**src/rtl/a5_keystream_packer.sv**
```systemverilog
`timescale 1ns/1ps
// a5_keystream_packer: runs an A5/1 keystream generator and packs its
// serial output LSB-first into WORD_WIDTH-bit words with a per-load length
// limit. Words are queued in a show-ahead FIFO with a {last, bits, data} entry.

// ---------------------------------------------------------------------------
// a5_generator: A5/1 keystream generator with a load/stall interface.
// The key stream is bit i = bit (i%8) of byte i/8, where byte 0 is key_i[63:56].
// The frame stream is bit i = frame_i[i].
// ---------------------------------------------------------------------------
module a5_generator (
    input  logic        clk,
    input  logic        reset_n,
    input  logic        load_i,
    input  logic        stall_i,
    input  logic [63:0] key_i,
    input  logic [21:0] frame_i,
    output logic        valid_o,
    output logic        bit_o
);
    // The sequencer steps through four phases:
    //   0..63   : key mixing.
    //   64..85  : frame mixing.
    //   86..186 : 100 discarded majority steps, plus one pre-step so that the
    //             first keystream bit is already on bit_o.
    //   187     : output phase. A majority step is taken per consumed bit.
    localparam logic [7:0] KEY_END   = 8'd64;
    localparam logic [7:0] MIX_END   = 8'd86;
    localparam logic [7:0] OUT_PHASE = 8'd187;

    logic [18:0] r1_q, r1_d, r1_step;
    logic [21:0] r2_q, r2_d, r2_step;
    logic [22:0] r3_q, r3_d, r3_step;
    logic [7:0]  cnt_q, cnt_d;
    logic [63:0] key_q;
    logic [21:0] frame_q;
    logic        maj;
    logic        in_bit;

    // Next LFSR state: regular clocking during mixing, majority clocking afterwards.
    always_comb begin
        // NOTE: every signal gets a default first so no path leaves it unassigned (no latch).
        r1_d    = r1_q;
        r2_d    = r2_q;
        r3_d    = r3_q;
        cnt_d   = cnt_q;
        in_bit  = 1'b0;
        maj     = (r1_q[8] & r2_q[10]) | (r1_q[8] & r3_q[10]) | (r2_q[10] & r3_q[10]);
        r1_step = {r1_q[17:0], r1_q[18] ^ r1_q[17] ^ r1_q[16] ^ r1_q[13]};
        r2_step = {r2_q[20:0], r2_q[21] ^ r2_q[20]};
        r3_step = {r3_q[21:0], r3_q[22] ^ r3_q[21] ^ r3_q[20] ^ r3_q[7]};
        if (cnt_q < KEY_END) begin
            in_bit = key_q[{~cnt_q[5:3], cnt_q[2:0]}];
        end else if (cnt_q < MIX_END) begin
            in_bit = frame_q[cnt_q[4:0]];
        end
        if (!stall_i) begin
            if (cnt_q < MIX_END) begin
                r1_d = r1_step ^ {18'd0, in_bit};
                r2_d = r2_step ^ {21'd0, in_bit};
                r3_d = r3_step ^ {22'd0, in_bit};
            end else begin
                if (r1_q[8] == maj) r1_d = r1_step;
                if (r2_q[10] == maj) r2_d = r2_step;
                if (r3_q[10] == maj) r3_d = r3_step;
            end
            if (cnt_q != OUT_PHASE) cnt_d = cnt_q + 8'd1;
        end
    end

    // State registers. A load restarts mixing from an all-zero LFSR state.
    always_ff @(posedge clk or negedge reset_n) begin
        // NOTE: sequential state uses non-blocking assignments so all registers update together.
        if (!reset_n) begin
            r1_q    <= '0;
            r2_q    <= '0;
            r3_q    <= '0;
            cnt_q   <= '0;
            key_q   <= '0;
            frame_q <= '0;
        end else if (load_i) begin
            r1_q    <= '0;
            r2_q    <= '0;
            r3_q    <= '0;
            cnt_q   <= '0;
            key_q   <= key_i;
            frame_q <= frame_i;
        end else begin
            r1_q  <= r1_d;
            r2_q  <= r2_d;
            r3_q  <= r3_d;
            cnt_q <= cnt_d;
        end
    end

    assign valid_o = (cnt_q == OUT_PHASE);
    assign bit_o   = r1_q[18] ^ r2_q[21] ^ r3_q[22];
endmodule

// ---------------------------------------------------------------------------
// a5_fifo: a show-ahead FIFO with a synchronous flush.
// A write into a full FIFO is accepted when a pop happens in the same cycle.
// ---------------------------------------------------------------------------
module a5_fifo #(
    parameter int WIDTH = 8,
    parameter int DEPTH = 4
) (
    input  logic             clk,
    input  logic             reset_n,
    input  logic             flush_i,
    input  logic             wr_en_i,
    input  logic [WIDTH-1:0] wr_data_i,
    input  logic             rd_en_i,
    output logic [WIDTH-1:0] rd_data_o,
    output logic             full_o,
    output logic             empty_o
);
    localparam int AW = $clog2(DEPTH);

    logic [WIDTH-1:0] mem_q [DEPTH];
    logic [AW:0]      wr_ptr_q, rd_ptr_q;
    logic             do_rd, do_wr;

    assign empty_o   = (wr_ptr_q == rd_ptr_q);
    assign full_o    = (wr_ptr_q[AW] != rd_ptr_q[AW]) && (wr_ptr_q[AW-1:0] == rd_ptr_q[AW-1:0]);
    assign do_rd     = rd_en_i && !empty_o;
    assign do_wr     = wr_en_i && (!full_o || do_rd);
    assign rd_data_o = mem_q[rd_ptr_q[AW-1:0]];

    // Pointer update. A flush wins over any push or pop in the same cycle.
    always_ff @(posedge clk or negedge reset_n) begin
        if (!reset_n) begin
            wr_ptr_q <= '0;
            rd_ptr_q <= '0;
        end else if (flush_i) begin
            wr_ptr_q <= '0;
            rd_ptr_q <= '0;
        end else begin
            if (do_wr) wr_ptr_q <= wr_ptr_q + 1'b1;
            if (do_rd) rd_ptr_q <= rd_ptr_q + 1'b1;
        end
    end

    // Storage write.
    always_ff @(posedge clk) begin
        // NOTE: the storage array has no reset; entries are only visible once written.
        if (do_wr && !flush_i) mem_q[wr_ptr_q[AW-1:0]] <= wr_data_i;
    end
endmodule

// ---------------------------------------------------------------------------
// a5_keystream_packer: the top level.
// ---------------------------------------------------------------------------
module a5_keystream_packer #(
    parameter int WORD_WIDTH = 32,
    parameter int FIFO_DEPTH = 4,
    parameter int LEN_WIDTH  = 16
) (
    input  logic                          clk,
    input  logic                          reset_n,
    input  logic                          load,
    input  logic [63:0]                   key,
    input  logic [21:0]                   frame,
    input  logic [LEN_WIDTH-1:0]          num_bits,
    input  logic                          rd_en,
    output logic [WORD_WIDTH-1:0]         data_out,
    output logic                          data_last,
    output logic [$clog2(WORD_WIDTH):0]   data_bits,
    output logic                          empty,
    output logic                          busy,
    output logic                          done
);
    localparam int BW = $clog2(WORD_WIDTH) + 1;
    localparam int EW = 1 + BW + WORD_WIDTH;

    localparam logic [1:0] S_IDLE = 2'd0;
    localparam logic [1:0] S_RUN  = 2'd1;
    localparam logic [1:0] S_TAIL = 2'd2;
    localparam logic [1:0] S_DONE = 2'd3;

    logic [1:0]            state_q, state_d;
    logic [LEN_WIDTH-1:0]  count_q, count_d;
    logic                  unlim_q, unlim_d;
    logic [WORD_WIDTH-1:0] shift_q, shift_d;
    logic [BW-1:0]         fill_q, fill_d;

    logic                  gen_valid, gen_bit, stall, capture;
    logic                  word_full, limit_hit, can_wr, wr_en;
    logic                  fifo_full, fifo_empty;
    logic [EW-1:0]         fifo_head;

    assign word_full = (fill_q == BW'(WORD_WIDTH));
    assign limit_hit = !unlim_q && (count_q == '0);
    assign stall     = word_full || fifo_full || (state_q != S_RUN) || limit_hit;
    assign capture   = (state_q == S_RUN) && gen_valid && !stall;
    // A full FIFO still takes the write when the consumer pops in the same cycle.
    assign can_wr    = !fifo_full || (rd_en && !fifo_empty);

    a5_generator u_gen (
        .clk     (clk),
        .reset_n (reset_n),
        .load_i  (load),
        .stall_i (stall),
        .key_i   (key),
        .frame_i (frame),
        .valid_o (gen_valid),
        .bit_o   (gen_bit)
    );

    // Packer and FSM next state. A load overrides everything else in its cycle.
    always_comb begin
        state_d = state_q;
        count_d = count_q;
        unlim_d = unlim_q;
        shift_d = shift_q;
        fill_d  = fill_q;
        wr_en   = 1'b0;
        if (load) begin
            state_d = S_RUN;
            count_d = num_bits;
            unlim_d = (num_bits == '0);
            shift_d = '0;
            fill_d  = '0;
        end else begin
            case (state_q)
                S_RUN: begin
                    if (word_full) begin
                        if (can_wr) begin
                            wr_en   = 1'b1;
                            shift_d = '0;
                            fill_d  = '0;
                            if (limit_hit) state_d = S_DONE;
                        end
                    end else if (limit_hit) begin
                        state_d = (fill_q != '0) ? S_TAIL : S_DONE;
                    end else if (capture) begin
                        shift_d[fill_q[BW-2:0]] = gen_bit;
                        fill_d = fill_q + 1'b1;
                        if (!unlim_q) count_d = count_q - 1'b1;
                    end
                end
                S_TAIL: begin
                    if (can_wr) begin
                        wr_en   = 1'b1;
                        shift_d = '0;
                        fill_d  = '0;
                        state_d = S_DONE;
                    end
                end
                default: ;
            endcase
        end
    end

    // Packer and FSM registers.
    always_ff @(posedge clk or negedge reset_n) begin
        if (!reset_n) begin
            state_q <= S_IDLE;
            count_q <= '0;
            unlim_q <= 1'b0;
            shift_q <= '0;
            fill_q  <= '0;
        end else begin
            state_q <= state_d;
            count_q <= count_d;
            unlim_q <= unlim_d;
            shift_q <= shift_d;
            fill_q  <= fill_d;
        end
    end

    a5_fifo #(
        .WIDTH (EW),
        .DEPTH (FIFO_DEPTH)
    ) u_fifo (
        .clk       (clk),
        .reset_n   (reset_n),
        .flush_i   (load),
        .wr_en_i   (wr_en),
        .wr_data_i ({limit_hit, fill_q, shift_q}),
        .rd_en_i   (rd_en),
        .rd_data_o (fifo_head),
        .full_o    (fifo_full),
        .empty_o   (fifo_empty)
    );

    // When the FIFO is empty, the head is forced to zero so no stale entry is shown.
    assign data_out  = fifo_empty ? '0 : fifo_head[WORD_WIDTH-1:0];
    assign data_bits = fifo_empty ? '0 : fifo_head[WORD_WIDTH +: BW];
    assign data_last = fifo_empty ? 1'b0 : fifo_head[EW-1];
    assign empty     = fifo_empty;
    assign busy      = (state_q == S_RUN) || (state_q == S_TAIL);
    assign done      = (state_q == S_DONE);
endmodule

```
**config.mk**
```make
export PLATFORM = sky130hd
export DESIGN_NAME = a5_keystream_packer
export DESIGN_NICKNAME = d
export VERILOG_FILES = /design/src/rtl/a5_keystream_packer.sv
export SDC_FILE = /design/constraint.sdc
export NUM_CORES = 1
export LEC_CHECK = 0
export ABC_AREA = 1
export CORE_MARGIN = 1.5
export CORE_UTILIZATION = 30
export DETAILED_ROUTE_END_ITERATION = 8
export PLACE_DENSITY = 0.57
export SLEW_MARGIN = 20
export SYNTH_ARGS = -nofsm -noshare
export SYNTH_HDL_FRONTEND = slang
export SYNTH_SLANG_ARGS = --single-unit
```
**constraint.sdc**
```tcl
create_clock -name clk -period 4.4 [get_ports clk]
set_clock_uncertainty 0.2 [all_clocks]
set_input_delay 0.88 -clock clk [delete_from_list [all_inputs] [get_ports clk]]
set_output_delay 0.88 -clock clk [all_outputs]
set_load 0.05 [all_outputs]
```
==> impl_metrics.yaml <==
synthesis:
  synthMostInstantiatedCell: "sky130_fd_sc_hd__nand2_1"
  mappedNetlistNets: 2191
  postSynthCellCount: 2070
  post-synth-top-area-fraction_pct: 29.9
  yosysWarningCount: 0
  async_reset_ff_share_pct: 58.6
  synth-edff-count: 156
  synthDistinctLibCells: 54
  mappedNetlistArea_um2: 18500
  yosys.area.top_type: "sky130_fd_sc_hd__dfrtp_1"
  netlist_top_cells_area: "sky130_fd_sc_hd__dfrtp_1 (30%), sky130_fd_sc_hd__edfxtp_1 (25%), sky130_fd_sc_hd__nand2_1 (9.6%)"
  syn_avg_cell_area_um2: 8.95
  yosys-top-cells-count: "sky130_fd_sc_hd__nand2_1 (474), sky130_fd_sc_hd__inv_1 (279), sky130_fd_sc_hd__o21ai_0 (231)"
  postSynth.topFlopCell: "sky130_fd_sc_hd__dfrtp_1"
  synth_sequential_area_ratio_pct: 55.2
  postSynthRegisterBits: 377
finish:
  antenna-diode-count: 0
  post_route_cells_drive_above_1_share_pct: 10.5
  synthToLayoutAreaGrowth_pct: 19.0
  finalNetCount: 2297
  final-instance-count-excl-fill: 2991
route:
  post_route_ant_nets: 0
  route.detailed.vias_per_inst: 4.77
  wl_per_cell_um: 15.5
  routed_wire_length_mm: 46.3
  via_count_of_the_routed_design: 14300
  drt_first_iter_violations: 928
  remaining_drc_errors: 0
  first_pass_iters: 4
critical_path:
  worst_path_max_fanout: 43
  timing.critical_path.arrival_ns: 3.05
  critical_path.endpoint_type: "primary output"
  timing.setup.critical_path_class: "register to primary output"
  timing.critical_path.required_ns: 3.32
  crit_path_start_kind: "register"
clocking:
  ctsLongestPathBuffers: 3
  sinks_on_the_clock_net: 377
  clkSlewWorstSetupHoldPaths_ns: 0.06
  cts_max_level: 2
  postCtsHoldBufs: 0
  cts_made_buffers: 43
  tritoncts: "yes"
  cts_root_buffer: "sky130_fd_sc_hd__clkbuf_16"
  worst_skew_pair.late_latency_ns: 0.58
global_routing:
  maximum_number_of_pins_on_one_net_before_global_route_repair: 106
  grt_first_pass_wirelength_mm: 75.6
  groute.usage.overall_pct: 14.7
  grt_remaining_overflow: 0
  vias_in_the_first_global_route: 14500
  grt_antenna_before_repair: 1
run_status:
  status: "finished clean"
pwr:
  power.total_mw: 13.0
  p_leak_nw: 9.37
  vdd_ir_max_mv: 0.286
  cellPowerDensity_nw_per_um2: 590
timing:
  finalMaxSlewViolations: 0
  worst_pin_slew_ns: 0.914
  relSlewSlack_pct: 39.0
  clock.fmax_mhz: 242
  final-hold-violation-count: 0
  timing.final.crit_period_ns: 4.13
  timing.final.setup_violations: 0
  fin_tns_setup_ns: 0
  fin_crit_sh_pct: 93.9
  unrepaired_setup_endpoints_after_global_routing: "no"
floorplanning:
  placement_rows: 90
  fp.dieH_um: 251
  top_level_ports: 148
  fp.coreArea_um2: 60700
  fp.dieW_um: 251
  die-area_um2: 63200
  floorplan.initialDensity_pct: 30.5
job:
  max_cap_viol_count: 0
worst_hold_path:
  hp-class: "input pin to async pin"
placed_design:
  post-place-cells: 2911
  placement.io_buffers: 147
  dpl.hpwl_mm: 30.1
  finalWeightedCongestion: 0.830
==> routing by layer <==
layer | share of wire (%) | track usage (%)
met4 | 2.5 | 4.91
met3 | 4.3 | 2.15
met2 | 47 | 24.3
met1 | 46 | 19.8
met5 | 0 | 0
==> cells by family (layout without fill, tap and decap cells) <==
kind of cell	Yosys count	count (layout)	synth area share [%]
and+or+nand+nor	825	825	19.5
AOI/OAI and AO/OA	425	425	14.2
buffers and inverters	411	550	9.22
DFF	377	377	55.2
xor gates and xnor gates	17	17	0.885
adders and majority gates	15	15	1.01
==> registers in the layout (all words and copies together) (netlist names), 2 cells and up <==
name	flops
count_q	16
u_gen.r3_q	23
u_fifo.wr_ptr_q	3
u_gen.r2_q	22
u_gen.key_q	64
u_fifo.mem_q	156
shift_q	32
state_q	2
u_gen.frame_q	22
u_gen.r1_q	19
u_gen.cnt_q	8
fill_q	6
u_fifo.rd_ptr_q	3
==> power by group <==
part,internal [mW],switching (mW)
clock network,2.04,1.43
registers,4.13,0.365
logic,1.53,3.50
==> placed cells by master (no fill, tap or decap), drive strengths merged, types with 8 or more instances in the layout <==
| cell type | instances |
|---|---|
| dfrtp | 221 |
| nand4 | 8 |
| xor2 | 13 |
| o32ai | 41 |
| a21oi | 30 |
| o21ai | 269 |
| ha | 15 |
| nor2 | 180 |
| clkinv | 10 |
| edfxtp | 156 |
| clkbuf | 63 |
| nand2 | 485 |
| buf | 53 |
| clkdlybuf4s50 | 125 |
| inv | 293 |
| nand3 | 137 |
| o22ai | 56 |
==> worst max-delay path, cell delays in order, from the launching register on <==
cell and delay (ns):
sky130_fd_sc_hd__dfrtp_2 0.56, sky130_fd_sc_hd__inv_2 0.61, sky130_fd_sc_hd__nor2_1 0.09, sky130_fd_sc_hd__o32ai_1 0.27, sky130_fd_sc_hd__nand2_1 0.09, sky130_fd_sc_hd__inv_1 0.07, sky130_fd_sc_hd__clkdlybuf4s50_1 0.79
==> repair_timing <==
action,in CTS,in global routing
endpoints found under the setup margin,0,7
resized for setup,0,4
setup buffers,0,1
hold endpoints to repair,0,0
==> metrics by stage <==
| stage | worst slack [ns] | hold slack, ns | utilization [%] | cell area (um2) |
|---|---|---|---|---|
| after floorplan | 0.515 | 0.237 | - | 18500 |
| after CTS | 0.171 | 0.210 | 36.2 | 22000 |
| after global placement | 0.832 | 0.253 | 34.0 | 20600 |
| final | 0.268 | 0.149 | 36.3 | 22000 |
| after global routing | 0.0514 | 0.249 | 36.3 | 22000 |
| after detailed placement | 0.776 | 0.254 | 34.0 | 20600 |
==> cell type report <==
cell class | count | area [um2]
sequential | 377 | 10200
clock buffer | 63 | 1250
multi-input combinational | 1282 | 6630
inverter | 293 | 1110
fill | 6100 | 38700
timing repair inverter | 1 | 7.51
clock inverter | 15 | 123
tap | 782 | 978
timing repair buffer | 178 | 1710
==> final timing paths <==
| path | slack [ns] | start | cells past startpoint | to |
|---|---|---|---|---|
| worst min-delay path | 0.15 | reset_n | 1 | count_q[7]$_DFFE_PN0P_ |
| worst max-delay path | 0.27 | u_fifo.rd_ptr_q[0]$_DFFE_PN0P_ | 6 | data_out[17] |
| worst min register to register | 0.27 | u_gen.frame_q[10]$_DFFE_PN0P_ | 2 | u_gen.frame_q[10]$_DFFE_PN0P_ |
| worst max register to register | 0.90 | fill_q[0]$_DFFE_PN0P_ | 9 | u_fifo.mem_q[2][36]$_DFFE_PP_ |
| min in group clk | 0.27 | u_gen.frame_q[10]$_DFFE_PN0P_ | 2 | u_gen.frame_q[10]$_DFFE_PN0P_ |
| max in group asynchronous | 2.90 | reset_n | 2 | u_gen.key_q[27]$_DFFE_PN0P_ |
No activity file was read; power rests on OpenSTA's default activity.
